===== src/rtl/gemm_pkg.sv =====
// Shared types for the GeMM writeback path: FSM states and the FIFO entry layout.
// The entry widths here fix the address/data widths used by gemm_writeback.
package gemm_pkg;

    localparam int WbAddrWidth = 16;
    localparam int WbDataWidth = 32;

    typedef enum logic [1:0] {
        WbIdle,
        WbActive,
        WbDrain,
        WbDone
    } wb_state_t;

    typedef struct packed {
        logic [WbAddrWidth-1:0] addr;
        logic [WbDataWidth-1:0] data;
    } wb_entry_t;

endpackage


===== src/rtl/gemm_wb_fifo.sv =====
// Synchronous FIFO of writeback entries (address + data), power-of-two depth.
// Pointers wrap naturally; the occupancy counter carries one extra bit to tell full from empty.
module gemm_wb_fifo
    import gemm_pkg::*;
#(
    parameter int Depth = 4
) (
    input  logic                     clk_i,
    input  logic                     rst_ni,
    input  logic                     push,
    input  wb_entry_t                din,
    input  logic                     pop,
    output wb_entry_t                head,
    output logic                     full,
    output logic                     empty,
    output logic [$clog2(Depth):0]   count
);

    localparam int PtrWidth   = $clog2(Depth);
    localparam int CountWidth = PtrWidth + 1;

    wb_entry_t            mem [Depth];
    logic [PtrWidth-1:0]  wr_ptr;
    logic [PtrWidth-1:0]  rd_ptr;
    logic                 do_push;
    logic                 do_pop;

    assign do_push = push && !full;
    assign do_pop  = pop && !empty;
    assign full    = (count == CountWidth'(Depth));
    assign empty   = (count == '0);
    assign head    = mem[rd_ptr];

    // Storage needs no reset; only pointers and occupancy define validity.
    always_ff @(posedge clk_i) begin
        if (do_push) begin
            mem[wr_ptr] <= din;
        end
    end

    always_ff @(posedge clk_i) begin
        if (!rst_ni) begin
            wr_ptr <= '0;
            rd_ptr <= '0;
            count  <= '0;
        end else begin
            if (do_push) begin
                wr_ptr <= wr_ptr + PtrWidth'(1);
            end
            if (do_pop) begin
                rd_ptr <= rd_ptr + PtrWidth'(1);
            end
            case ({do_push, do_pop})
                2'b10:   count <= count + CountWidth'(1);
                2'b01:   count <= count - CountWidth'(1);
                default: count <= count;
            endcase
        end
    end

endmodule


===== src/rtl/gemm_writeback.sv =====
// Writeback stage after the GeMM controller: buffers C elements and writes them row-major to memory.
// Optional feature macro GEMM_WB_PERF_EN adds the stall_cycles_o performance counter.
module gemm_writeback
    import gemm_pkg::*;
#(
    parameter int AddrWidth = WbAddrWidth,
    parameter int DataWidth = WbDataWidth,
    parameter int FifoDepth = 4
) (
    input  logic                 clk_i,
    input  logic                 rst_ni,
    input  logic                 start_i,
    input  logic [AddrWidth-1:0] M_size_i,
    input  logic [AddrWidth-1:0] N_size_i,
    input  logic [AddrWidth-1:0] c_base_addr_i,
    input  logic                 result_valid_i,
    input  logic [DataWidth-1:0] result_data_i,
    output logic                 stall_o,
    output logic                 mem_req_o,
    input  logic                 mem_gnt_i,
    output logic [AddrWidth-1:0] mem_addr_o,
    output logic [DataWidth-1:0] mem_wdata_o,
    output logic                 busy_o,
    output logic                 done_o,
    output logic                 overflow_o
`ifdef GEMM_WB_PERF_EN
    ,
    output logic [31:0]          stall_cycles_o
`endif
);

    localparam int CountWidth = $clog2(FifoDepth) + 1;

    wb_state_t              state;
    logic [AddrWidth-1:0]   m_size;
    logic [AddrWidth-1:0]   n_size;
    logic [AddrWidth-1:0]   m_idx;
    logic [AddrWidth-1:0]   n_idx;
    logic [AddrWidth-1:0]   row_base;
    logic                   start_ok;
    logic                   push;
    logic                   pop;
    logic                   full;
    logic                   empty;
    logic                   row_end;
    logic                   last_elem;
    logic [CountWidth-1:0]  count;
    wb_entry_t              push_entry;
    wb_entry_t              head;

    assign start_ok   = (state == WbIdle) && start_i;
    assign push       = result_valid_i && !full && (state == WbActive);
    assign pop        = !empty && mem_gnt_i;
    assign row_end    = (n_idx == n_size - AddrWidth'(1));
    assign last_elem  = row_end && (m_idx == m_size - AddrWidth'(1));
    assign push_entry = '{addr: row_base + n_idx, data: result_data_i};

    gemm_wb_fifo #(
        .Depth (FifoDepth)
    ) u_fifo (
        .clk_i  (clk_i),
        .rst_ni (rst_ni),
        .push   (push),
        .din    (push_entry),
        .pop    (pop),
        .head   (head),
        .full   (full),
        .empty  (empty),
        .count  (count)
    );

    // Head fields are forced to zero when nothing is queued so idle outputs never show stale data.
    assign stall_o     = full;
    assign mem_req_o   = !empty;
    assign mem_addr_o  = empty ? '0 : head.addr;
    assign mem_wdata_o = empty ? '0 : head.data;

    always_ff @(posedge clk_i) begin
        if (!rst_ni) begin
            state      <= WbIdle;
            m_size     <= '0;
            n_size     <= '0;
            m_idx      <= '0;
            n_idx      <= '0;
            row_base   <= '0;
            busy_o     <= 1'b0;
            done_o     <= 1'b0;
            overflow_o <= 1'b0;
        end else begin
            done_o <= 1'b0;
            case (state)
                WbIdle: begin
                    if (start_i) begin
                        m_size     <= M_size_i;
                        n_size     <= N_size_i;
                        m_idx      <= '0;
                        n_idx      <= '0;
                        row_base   <= c_base_addr_i;
                        overflow_o <= 1'b0;
                        busy_o     <= 1'b1;
                        if ((M_size_i == '0) || (N_size_i == '0)) begin
                            state  <= WbDone;
                            done_o <= 1'b1;
                        end else begin
                            state  <= WbActive;
                        end
                    end
                end
                WbActive: begin
                    if (result_valid_i && full) begin
                        overflow_o <= 1'b1;
                    end
                    // Row-major walk: advancing the row base by N avoids an m*N multiply.
                    if (push) begin
                        if (row_end) begin
                            n_idx    <= '0;
                            m_idx    <= m_idx + AddrWidth'(1);
                            row_base <= row_base + n_size;
                        end else begin
                            n_idx    <= n_idx + AddrWidth'(1);
                        end
                        if (last_elem) begin
                            state <= WbDrain;
                        end
                    end
                end
                WbDrain: begin
                    if (empty || (pop && (count == CountWidth'(1)))) begin
                        state  <= WbDone;
                        done_o <= 1'b1;
                    end
                end
                WbDone: begin
                    state  <= WbIdle;
                    busy_o <= 1'b0;
                end
                default: begin
                    state  <= WbIdle;
                    busy_o <= 1'b0;
                end
            endcase
        end
    end

`ifdef GEMM_WB_PERF_EN
    // Counts cycles a write waits for a grant; holds at all-ones instead of wrapping.
    always_ff @(posedge clk_i) begin
        if (!rst_ni) begin
            stall_cycles_o <= '0;
        end else if (start_ok) begin
            stall_cycles_o <= '0;
        end else if (mem_req_o && !mem_gnt_i && (stall_cycles_o != '1)) begin
            stall_cycles_o <= stall_cycles_o + 32'd1;
        end
    end
`endif

endmodule


===== config.mk =====
export PLATFORM = sky130hd
export DESIGN_NAME = gemm_writeback
export DESIGN_NICKNAME = d
export VERILOG_FILES = /design/src/rtl/gemm_pkg.sv /design/src/rtl/gemm_wb_fifo.sv /design/src/rtl/gemm_writeback.sv
export SDC_FILE = /design/constraint.sdc
export NUM_CORES = 1
export LEC_CHECK = 0
export CAP_MARGIN = 20
export CORE_MARGIN = 10
export CORE_UTILIZATION = 49
export DETAILED_ROUTE_END_ITERATION = 16
export PLACE_DENSITY = 0.7
export SLEW_MARGIN = 10
export SYNTH_ARGS = -nofsm -noshare
export SYNTH_HDL_FRONTEND = slang
export SYNTH_HIERARCHICAL = 1
export SYNTH_SLANG_ARGS = --single-unit

===== constraint.sdc =====
create_clock -name clk_i -period 4.17 [get_ports clk_i]
set_clock_uncertainty 0.1 [all_clocks]
set_input_delay 0.417 -clock clk_i [delete_from_list [all_inputs] [get_ports clk_i]]
set_output_delay 0.417 -clock clk_i [all_outputs]
set_load 0.02 [all_outputs]

==> flow_summary.toml <==
[clocking]
clk_pin_slew_ns = 0.07
tritoncts = "done"
root_buffer = "clkbuf_16"
clk_latency_ns = 0.54
clock_sinks = 286
cts_buffer_depth = 3
post_cts_buffers = 0
cts_resized = 0
htreeDepth = 1
hold_buffers = 0
cts_buffers = 29

[outcome]
outcome = "finished, final reports clean"

[place]
dpl_cell_area_mm2 = 0.0158
dp_worst_setup_slack_ns = 0.424
routabilityCongestion = 0.853
hpwlAfterDp_mm = 21.9
portBuffers = 137

[synthesis]
yosysTopAreaCellShare = 0.411
ys.flop_type = "edfxtp_1"
synth-seq-cells = 286
synth_area_leaders = "edfxtp_1 (41%), dfxtp_1 (13%), mux4_2 (7.7%), ha_1 (3.8%), nand2_1 (3.2%)"
avgSynthCellArea_um2 = 11.9
synth_fp_nets = 1311
synth_top_area_cell = "edfxtp_1"
yosysWarnings = 6
synth.distinct_cells = 73
synthCells = 1180
synth-seq-area-share = 0.545
async_flop_share = 0
synth_area_mm2 = 0.0140
synth_edf_count = 192

[pwr]
leakage_nw = 5.68
max-vdd-ir-drop_v = 0.000309
power.density_mw_per_mm2 = 530

[routing]
dr_total_vias = 9673
drc_errors = 0
drtPass1Iterations = 5
vias_per_cell = 5.68
routed_wl_mm = 31.2
antenna_left = 0
post_drt_wl_per_cell_um = 18.3
drt_first_iter_violations = 644

[cells_and_area]
synthToLayoutAreaGrowth_pct = 19.1
layout-drive-gt1-share = 0.0966
final_cell_mix = "edfxtp_1 (192), clkdlybuf4s50_1 (137), nand2_1 (121), dfxtp_1 (92), a21oi_1 (77)"
fin_nets = 1439
final_util = 0.596
finalInstanceArea_mm2 = 0.0167
final_common_cell = "edfxtp_1"
diodes = 0
fillCellCount = 2273

[sta]
layout_min_cycle_time_ns = 3.80
worst_slack_ns = 0.366
max_freq_mhz = 263
tightest_slew_ns = 1.09
setup_violations = 0
hold_violations = 0
rsz0062_at_grt = "false"
maxSlewViolCount = 0
post-route-period-util = 0.912
timing.setup.tns_ns = 0
whs_ns = 0.352
relSlewSlack = 0.271

[floorplanning]
start_util = 0.501
rows = 61
dieArea_mm2 = 0.0358
core_area_mm2 = 0.0280
die_h_um = 189
ios = 138
die_w_um = 189

[flow_run]
cap_violations = 0

[global_routing]
grt_pass1_wl_mm = 50.5
grt_use_total = 0.170
grt-ovfl-total = 0
grt_antenna_before_repair = 0
first_global_vias = 9581
grt_max_degree = 56

[setup_path]
cp.required_ns = 4.44
cp_max_fo = 15
cp-start-kind = "register"
endpoint_kind = "register"
worstPathArrival_ns = 4.07
crit_type = "reg2reg"

[min_path]
hp-class = "in2reg"
[path summary, 6_finish.rpt]
| kind | startpoint | to | slack (ns) | cells after the start |
|---|---|---|---|---|
| worst max-delay path | n_size[1] | row_base[14] | 0.37 | 9 |
| worst min-delay path | N_size_i[12] | n_size[12] | 0.35 | 3 |
| worst max register to register | n_size[1] | row_base[14] | 0.37 | 9 |
| worst min register to register | m_size[15] | m_size[15] | 0.37 | 2 |
[critical path: stages (launching register included)]
cell,delay (ns)
dfxtp_1,0.35
inv_1,0.11
ha_1,0.31
or4b_1,0.57
or4_4,0.56
o211ai_2,0.17
o211ai_1,0.20
o21a_1,0.26
nor2_1,0.82
a211oi_1,0.18
[per-stage QoR]
| stage | power (mW) | instances |
|---|---|---|
| CTS | 8.90 | 1703 |
| finish | 8.85 | 1703 |
| floorplan | 5.46 | 1180 |
| detailed placement | 6.30 | 1655 |
| global placement | 6.25 | 1655 |
| global route | 9.35 | 1703 |
[state kept, by name, summed over array words and instances (netlist names), 3 cells and up, named ones only]
name,flops
n_idx,16
n_size,16
m_idx,16
row_base,16
u_fifo/mem,192
u_fifo/count,3
m_size,16
[layer usage]
metal,up-vias,global-route usage,part of all wire
li1,4676,-,-
met1,4681,0.240,0.47
met2,286,0.269,0.45
met3,30,0.0307,0.058
met4,0,0.0345,0.014
met5,-,0,0
[kinds of logic (layout without fill, tap and decap cells)]
kind of cell             after synthesis  after routing  synth area share
AND/OR/NAND/NOR                      403            403             0.150
flip-flops                           286            286             0.545
AO/OA/AOI/OAI                        205            205            0.0923
buffers and inverters                 93            238            0.0286
multiplexers                          75             75            0.0964
XOR/XNOR                              72             72            0.0450
adder cells (fa/ha/maj)               46             46            0.0426
[cells in the mapped netlist, drive strengths merged, types with 3 or more instances]
cell type / number
and2: 12
a21boi: 3
and3: 9
a31oi: 5
a21o: 3
ha: 43
dfxtp: 94
xor2: 35
o21a: 9
o211ai: 5
nand2b: 17
a21oi: 77
mux2i: 26
a211oi: 19
xnor2: 37
nand4: 18
nor3: 23
edfxtp: 192
or4: 11
buf: 17
or2: 3
o2111ai: 3
nand4b: 4
nand3: 26
nor4b: 4
a221oi: 3
nor2: 59
nor2b: 57
a31o: 3
o31ai: 6
nand2: 121
a211o: 3
o311ai: 5
nor4: 19
o221ai: 3
mux4: 48
inv: 33
clkbuf: 42
a2111oi: 5
fa: 3
o21bai: 5
or3: 8
o21ai: 39
or4b: 3
[layout make-up]
cell class	instances	area, um^2	area share
Clock buffer	34	744	0.0446
Sequential cell	286	7650	0.458
Multi-Input combinational cell	801	5990	0.358
Timing Repair Buffer	156	1530	0.0914
Tap cell	378	473	0.0283
Inverter	34	128	0.00764
Clock inverter	14	194	0.0116
[where the power goes]
part | internal (mW) | leakage [nW] | switching, mW
sequential | 3.39 | 2.51 | 0.258
clock | 1.57 | 0.457 | 1.02
combinational | 1.09 | 2.71 | 1.52
total | 6.05 | 5.68 | 2.80
No activity file was read; power rests on OpenSTA's default activity.
